`src/rtl/hazard_scoreboard_pkg.sv`:
```
// Shared defaults and producer latency encodings for the register hazard scoreboard.
package hazard_scoreboard_pkg;
  localparam int DEF_NUM_REGS = 32;
  localparam int DEF_REG_AW   = 5;
  localparam int DEF_LAT_W    = 2;
  localparam int DEF_CNT_W    = 16;

  localparam int LAT_ALU  = 0;
  localparam int LAT_LOAD = 1;
endpackage

```
`src/rtl/hazard_sb_entry.sv`:
```
// Per-register countdown cell: cycles remaining until the pending result is forwardable.
module hazard_sb_entry
  import hazard_scoreboard_pkg::*;
#(
  parameter int LAT_W = DEF_LAT_W
) (
  input  logic             clk,
  input  logic             rst_n,
  input  logic             load,
  input  logic [LAT_W-1:0] load_val,
  output logic [LAT_W-1:0] cnt,
  output logic             busy
);

  // A new producer overrides the countdown of an older one to the same register.
  always_ff @(posedge clk or negedge rst_n) begin
    if (!rst_n)
      cnt <= '0;
    else if (load)
      cnt <= load_val;
    else if (cnt != '0)
      cnt <= cnt - 1'b1;
  end

  assign busy = (cnt != '0);

endmodule

```
`src/rtl/hazard_scoreboard.sv`:
```
// In-order decode hazard scoreboard: RAW/WAW stall detection against per-register latency counters.
module hazard_scoreboard
  import hazard_scoreboard_pkg::*;
#(
  parameter int NUM_REGS = DEF_NUM_REGS,
  parameter int REG_AW   = DEF_REG_AW,
  parameter int LAT_W    = DEF_LAT_W,
  parameter int CNT_W    = DEF_CNT_W
) (
  input  logic                clk,
  input  logic                rst_n,
  input  logic                id_valid,
  input  logic [REG_AW-1:0]   id_rs1,
  input  logic [REG_AW-1:0]   id_rs2,
  input  logic                id_rs1_used,
  input  logic                id_rs2_used,
  input  logic [REG_AW-1:0]   id_rd,
  input  logic                id_rd_we,
  input  logic [LAT_W-1:0]    id_lat,
  input  logic                flush,
  output logic                stall,
  output logic                issue,
  output logic [NUM_REGS-1:0] busy_mask,
  output logic [CNT_W-1:0]    stall_cnt
);

  function automatic logic [CNT_W-1:0] sat_inc(input logic [CNT_W-1:0] v);
    return (&v) ? v : v + 1'b1;
  endfunction

  logic [LAT_W-1:0] cnt [NUM_REGS];
  logic             raw_hz;
  logic             waw_hz;

  assign cnt[0]       = '0;
  assign busy_mask[0] = 1'b0;

  genvar r;
  generate
    for (r = 1; r < NUM_REGS; r++) begin : g_entry
      hazard_sb_entry #(
        .LAT_W (LAT_W)
      ) u_entry (
        .clk      (clk),
        .rst_n    (rst_n),
        .load     (issue && id_rd_we && (id_rd == REG_AW'(r)) && (id_lat != LAT_W'(LAT_ALU))),
        .load_val (id_lat),
        .cnt      (cnt[r]),
        .busy     (busy_mask[r])
      );
    end
  endgenerate

  // Checks read the pre-update counters, so rs == rd sees the older producer.
  always_comb begin
    raw_hz = id_valid &&
             ((id_rs1_used && (id_rs1 != '0) && (cnt[id_rs1] != '0)) ||
              (id_rs2_used && (id_rs2 != '0) && (cnt[id_rs2] != '0)));
    waw_hz = id_valid && id_rd_we && (id_rd != '0) && (cnt[id_rd] > id_lat);
  end

  assign stall = (raw_hz || waw_hz) && !flush;
  assign issue = id_valid && !stall && !flush;

  always_ff @(posedge clk or negedge rst_n) begin
    if (!rst_n)
      stall_cnt <= '0;
    else if (stall)
      stall_cnt <= sat_inc(stall_cnt);
  end

endmodule

```
`config.mk`:
```
export PLATFORM = sky130hd
export DESIGN_NAME = hazard_scoreboard
export DESIGN_NICKNAME = d
export VERILOG_FILES = /design/src/rtl/hazard_scoreboard_pkg.sv /design/src/rtl/hazard_sb_entry.sv /design/src/rtl/hazard_scoreboard.sv
export SDC_FILE = /design/constraint.sdc
export NUM_CORES = 1
export LEC_CHECK = 0
export CAP_MARGIN = 10
export CELL_PAD_IN_SITES_DETAIL_PLACEMENT = 0
export CELL_PAD_IN_SITES_GLOBAL_PLACEMENT = 1
export CORE_UTILIZATION = 44
export CTS_CLUSTER_SIZE = 28
export DETAILED_ROUTE_END_ITERATION = 8
export PLACE_DENSITY_LB_ADDON = 0.1
export SYNTH_ARGS = -nofsm -noshare
export SYNTH_HDL_FRONTEND = slang
export SYNTH_SLANG_ARGS = --single-unit
```
`constraint.sdc`:
```
create_clock -name clk -period 5.7 [get_ports clk]
set_input_delay 1.14 -clock clk [delete_from_list [all_inputs] [get_ports clk]]
set_output_delay 1.14 -clock clk [all_outputs]
set_load 0.01 [all_outputs]
```
---- Word-level counts from Yosys, hierarchy flattened ----
Index checks and enable logic that the tools add are counted.
word-level totals
  register bits ........................... 78
  input bits .............................. 24
  output and inout bits ................... 50
operators by class
  $add $sub $neg .......................... 32
  magnitude comparators ................... 4
  equality and inequality tests ........... 31
  multiplexer cells ....................... 71
  bitwise operators ....................... 4
  reductions and logical operators ........ 148
operator list
  kind                   count
  $mux 2                 68
  $reduce_bool 2->1      65
  $eq 5x5->1 const B     16
  $logic_and 1x1->1      74
  $sub 2x1->2 const B    31
  $eq 5x4->1 const B     8
  $bmux 2 s5             3
  $eq 5x3->1 const B     4
  $ge 6x6->1 const B     3
  $not 5->6              3
  $add 16x1->16 const B  1
  $reduce_and 16->1      1
  $reduce_bool 5->1      3
  $eq 5x2->1 const B     2
  $eq 5x1->1 const B     1
  $gt 2x2->1             1
  $logic_not 1->1        2
  $logic_or 1x1->1       2
  $reduce_and 2->1       1
  $not 1->1              1

---- Longest topological paths before layout ----
Gate-level depths: netlist of the first run.
  depth after elaboration ................. 17
  mapped depth ............................ 19
  gate-level depth less buffers ........... 15

---- Modules after synthesis ----
A second synthesis of the first run with hierarchy kept.
unflattened totals
  cell total of the unflattened synthesis .. 692
  area total of the unflattened synthesis .. 6197.2 µm²
modules (own cells, without submodules)
  module             instances  cells an instance  area an instance (µm²)  seq. area each (µm²)
  hazard_sb_entry    31         13                 120.1                   50.0
  hazard_scoreboard  1          289                2473.6                  400.4

---- Worst setup path after synthesis of the first run ----
No wires, ideal clock.
  kind .................................... input port to output port
  start ................................... input id_rd[0]
  end ..................................... output issue
  arrival time ............................ 4.316 ns
  setup slack ............................. 0.244 ns
  stages .................................. 15
  path through ............................ clkbuf_1 -> buf_1 -> mux4_2 -> o21ai_0 -> a21oi_1 -> nor3_1 -> a21oi_1 -> ha_1 -> nor2b_1 -> o211ai_1 -> a21oi_1 -> a211oi_2 -> buf_2 -> buf_2 -> and2_1
between the ends
  word-level cells in the longest chain between the ends .. 11
  elaborated cells between the ends (all ways) .. 13
  classes of those cells .................. 1 x order compare; 3 x mux; 1 x bitwise; 8 x reduce/logical
RTL lines
  element                                    RTL line                 source
  from (decl)                                hazard_scoreboard.sv:17  input logic [REG_AW-1:0] id_rd,
  $not 5->6 (implied by the code)            hazard_scoreboard.sv:59  waw_hz = id_valid && id_rd_we && (id_rd != '0) && (cnt[id_rd] > id_lat);
  $bmux 2 s5                                 hazard_scoreboard.sv:59
  $mux 2 (implied by the code) (2 in a row)  hazard_scoreboard.sv:59
  $gt 2x2->1                                 hazard_scoreboard.sv:59
  $logic_and 1x1->1 (*)                      hazard_scoreboard.sv:59
  $logic_or 1x1->1 (*)                       hazard_scoreboard.sv:62  assign stall = (raw_hz || waw_hz) && !flush;
  $logic_and 1x1->1 (*)                      hazard_scoreboard.sv:62
  $logic_not 1->1 (*)                        hazard_scoreboard.sv:63  assign issue = id_valid && !stall && !flush;
  $logic_and 1x1->1 (*) (2 in a row)         hazard_scoreboard.sv:63
  to (decl)                                  hazard_scoreboard.sv:22  output logic issue,
Every way passes the cells marked *; elsewhere a longest branch is shown, timed or not. The select of a mux whose other input is x is not followed.

---- Worst setup path after layout of the first run ----
Ends and elaborated chain as after synthesis.

==> flow_summary.toml, run 1 <==
[setup_path]
rr_startpoint = "g_entry[31].u_entry.cnt[1]$_DFFE_PN0P_"
crit_buf_inv = 4
path_class = "in -> out"
critPathLaunch = "id_rd[0]"
crit_required_ns = 4.56
endpoint_kind = "output pin"
critical_path.top_delay_family = "multiplexers"
critPathLaunchType = "input port"
path_depth = 13
reg2reg_slack_ns = 1.87
crit_chain = "clkdlybuf4s50_1 -> buf_6 -> mux4_2 -> mux4_2 -> inv_1 -> a21oi_1 -> ha_1 -> nor2b_1 -> o211ai_1 -> a21oi_2 -> a211oi_4 -> and2_1 -> dlygate4sd2_1"
rr_worst_depth = 12
cpMostUsedCell = "mux4_2"
slowest_stage = "mux4_2"
crit_fanout = 6
slowest_delay_ns = 0.51
cp-endpoint = "issue"
rr_endpoint = "g_entry[6].u_entry.cnt[1]$_DFFE_PN0P_"
cp.arrival_ns = 4.38

[min_path]
hp-class = "reg -> reg"

[timing]
setup_ws_ns = 0.180
finalMaxSlewViolations = 0
post-route-period-util = 0.968
worst_pin_slew_ns = 1.22
rsz0062_at_grt = "no"
fmax_mhz = 181
setup-violations-final = 0
clock_skew_ns = 0.00711
hold_ws_ns = 0.500
setup-tns-final_ns = 0
maxSlewHeadroom = 0.188
hold_violations = 0
fin_crit_ns = 5.52

[final_layout]
finalNonFillerCells = 887
antenna_cells = 0
seq_area_um2 = 1950
nNetsFinal = 760
area_delta_synth_final_pct = 17.1
fill_cells = 1301
drive_gt1_frac = 0.150
multi_input_area_um2 = 3540
final_util = 0.526

[global_route]
antenna_found_initial = 0
grt_pass1_vias = 5083
busiest_layer = "met2"
track_usage = 0.252
use_met3 = 0.0524
grt_pass1_wl_um = 27600
grt_util_met1 = 0.321
grt_max_degree = 79
grtUsageMet2 = 0.423
grt-ovfl-total = 0

[floorplanning]
ios = 74
initial_utilization = 0.449
chipHeight_um = 121
dieWidth_um = 121
die-area_um2 = 14600
core_um2 = 13800
num_rows = 43

[power_and_ir_drop]
comb_power_share = 0.547
p_leak_nw = 3.36
ir_drop_mv = 0.261
powerDensity_nw_per_um2 = 539
sw_frac_of_total = 0.393
seqPwrFrac = 0.301
clock_power_share = 0.152
p_int_w = 0.00238
power_switching_w = 0.00154

[placed_design]
dpl_worst_slack_ns = -0.0684
dpl.hpwl_um = 12600
routabilityCongestion = 0.913
place_inst = 869
port_buffers = 72

[yosys]
ys_seq_area_frac = 0.314
synth_compound_area_frac = 0.0711
synthArstFlopShare = 1.00
yosys.area.top_type_share = 0.314
synth_edf_count = 0
ys_warn_count = 0
syn_area_per_cell_um2 = 9.36
synthTopCellsByArea = "dfrtp_1 (31%), mux2_2 (8.2%), mux4_2 (7.6%)"
synthAdderAreaFrac = 0.0685
netlist_instances = 663
synth_top_family_by_area = "multiplexers"
ys_types = 51
yosys.area_share.simple = 0.133
synth_top_cell_by_area = "dfrtp_1"
synth-xor-area-share = 0.0635
syn_nets = 721
synthFlopType = "dfrtp_1"
ys_ff_latch = 78
synth.area.mux_share = 0.227
syn_area_um2 = 6210

[cts]
cts.sinks = 78
htreeDepth = 3
clockRootBuffer = "clkbuf_16"
ctsLongestPathBuffers = 2
clkTransAtPathRegs_ns = 0.06
insertion_delay_ns = 0.35
cts_buffers = 9
cts_tree = "built"

[route]
vias = 4969
via_per_inst = 5.60
drt_iter0_drc = 384
first_pass_iters = 7
drt-total-wl_um = 17100
wl_per_cell_um = 19.3
ant_nets = 0
route.detailed.drc = 0

[outcome]
status = "finished, final reports clean"

[run]
maxCapViolCount = 0
==> cells in the mapped netlist, drive strengths merged, types with 2 or more instances <==
| cell | n |
|---|---|
| inv | 100 |
| dfrtp | 78 |
| mux2 | 53 |
| buf | 47 |
| nor2 | 41 |
| ha | 34 |
| mux2i | 34 |
| nor3 | 33 |
| xnor2 | 32 |
| nand3 | 29 |
| a21oi | 28 |
| nand2 | 23 |
| mux4 | 21 |
| clkbuf | 14 |
| o21ai | 13 |
| xor2 | 13 |
| and3 | 12 |
| a31oi | 5 |
| nor2b | 5 |
| nor4 | 5 |
| a211oi | 4 |
| nor4b | 4 |
| and2 | 3 |
| nand2b | 3 |
| o311ai | 3 |
| a2111oi | 2 |
| and4 | 2 |
| nand4 | 2 |
| o211ai | 2 |
| o31ai | 2 |
==> worst reg2reg max path: stages (launching register included) <==
cell	delay, ns
dfrtp_1	0.43
mux4_2	0.50
mux4_2	0.49
inv_1	0.08
a21oi_1	0.06
ha_1	0.30
nor2b_1	0.15
o211ai_1	0.20
a21oi_2	0.07
a211oi_4	0.29
buf_4	0.48
and3_1	0.30
mux2_2	0.35
==> registers in the layout, summed over array words and instances, names as in the netlist <==
| register | flops |
|---|---|
| g_entry.u_entry.cnt | 62 |
| stall_cnt | 16 |
==> timing repair <==
item | CTS | global route
endpoints found under the setup margin | 1 | 1
pin swaps | 1 | 3
buffers inserted | 2 | 0
endpoints found under the hold margin | 0 | 0
cloned | 0 | 0
resized for setup | 2 | 6
hold buffers | 0 | 0
==> routing by layer <==
metal  share of wire  routed length [µm]
met1            0.44                7470
met2            0.49                8420
met3           0.048                 823
met4           0.025                 421
met5               0                   0
==> stage by stage <==
stage / power (W) / area [µm²]
after detailed placement: 0.00332 / 6930
after CTS: 0.00394 / 7250
final: 0.00392 / 7270
after global routing: 0.00424 / 7270
after global placement: 0.00321 / 6930
after floorplan: 0.00275 / 6210
==> worst min-delay path by stage <==
stage / startpoint / endpoint / slack (ns) / cells past startpoint
after floorplan: stall_cnt[5]$_DFFE_PN0P_ / stall_cnt[5]$_DFFE_PN0P_ / 0.52 / 1
after global placement: stall_cnt[5]$_DFFE_PN0P_ / stall_cnt[5]$_DFFE_PN0P_ / 0.48 / 1
after detailed placement: stall_cnt[5]$_DFFE_PN0P_ / stall_cnt[5]$_DFFE_PN0P_ / 0.49 / 1
after CTS: stall_cnt[5]$_DFFE_PN0P_ / stall_cnt[5]$_DFFE_PN0P_ / 0.51 / 1
after global routing: stall_cnt[15]$_DFFE_PN0P_ / stall_cnt[15]$_DFFE_PN0P_ / 0.53 / 1
final: stall_cnt[7]$_DFFE_PN0P_ / stall_cnt[7]$_DFFE_PN0P_ / 0.50 / 1
==> layout by cell type (no fill, tap or decap), drive strengths merged, types with 2 or more instances in the layout <==
cell	netlist	final
o211ai	2	2
nor2b	5	5
nor3	33	33
xor2	13	13
dfrtp	78	78
clkdlybuf4s50	0	69
nand2b	3	3
mux4	21	21
clkbuf	14	13
mux2	53	53
o311ai	3	3
nor4	5	5
a31oi	5	5
nand2	23	23
a2111oi	2	2
nor4b	4	4
a211oi	4	4
o31ai	2	2
xnor2	32	32
nand3	29	29
and3	12	12
and2	3	3
nand4	2	2
buf	47	18
mux2i	34	34
and4	2	2
ha	34	34
o21ai	13	13
nor2	41	41
a21oi	28	28
inv	100	100
==> area by class of cell <==
cell class	instances	area share
clock buffer	13	0.0358
clock inverter	3	0.00585
inverter	100	0.0516
multi-input combinational	424	0.487
sequential	78	0.269
tap	180	0.0310
timing repair buffer	89	0.121
==> cell families (layout without fill, tap and decap cells) <==
family                   Yosys count  in the layout
AND/OR/NAND/NOR                  166            166
flip-flops                        78             78
other                              1              1
multiplexers                     108            108
adder cells (fa/ha/maj)           34             34
AO/OA/AOI/OAI                     70             70
buffers and inverters            161            205
XOR/XNOR                          45             45
==> power groups by stage <==
| stage | Combinational (W) | Clock [W] | Sequential (W) |
|---|---|---|---|
| floorplan | 0.00171 | 0 | 0.00104 |
| global placement | 0.00203 | 0 | 0.00118 |
| detailed placement | 0.00214 | 0 | 0.00118 |
| CTS | 0.00216 | 0.000609 | 0.00117 |
| global route | 0.00240 | 0.000637 | 0.00121 |
| finish | 0.00214 | 0.000596 | 0.00118 |
Power figures use the tool's default switching activity.
==> inputs of run 2 (changes only) <==
--- a/config.mk
+++ b/config.mk
@@ -8,8 +8,9 @@
 export CAP_MARGIN = 10
 export CELL_PAD_IN_SITES_DETAIL_PLACEMENT = 0
 export CELL_PAD_IN_SITES_GLOBAL_PLACEMENT = 1
+export CORE_MARGIN = 1
 export CORE_UTILIZATION = 44
-export CTS_CLUSTER_SIZE = 28
+export CTS_CLUSTER_SIZE = 14
 export DETAILED_ROUTE_END_ITERATION = 8
 export PLACE_DENSITY_LB_ADDON = 0.1
 export SYNTH_ARGS = -nofsm -noshare
==> results of run 2 <==
The final DEF is identical to that of run 1; final timing and power are the same.
==> inputs of run 3 (changes only) <==
--- a/config.mk
+++ b/config.mk
@@ -10,7 +10,6 @@
 export CELL_PAD_IN_SITES_GLOBAL_PLACEMENT = 1
 export CORE_MARGIN = 1
 export CORE_UTILIZATION = 44
-export CTS_CLUSTER_SIZE = 14
 export DETAILED_ROUTE_END_ITERATION = 8
 export PLACE_DENSITY_LB_ADDON = 0.1
 export SYNTH_ARGS = -nofsm -noshare
==> results of run 3 <==
The final DEF is identical to that of run 1; final timing and power are the same.
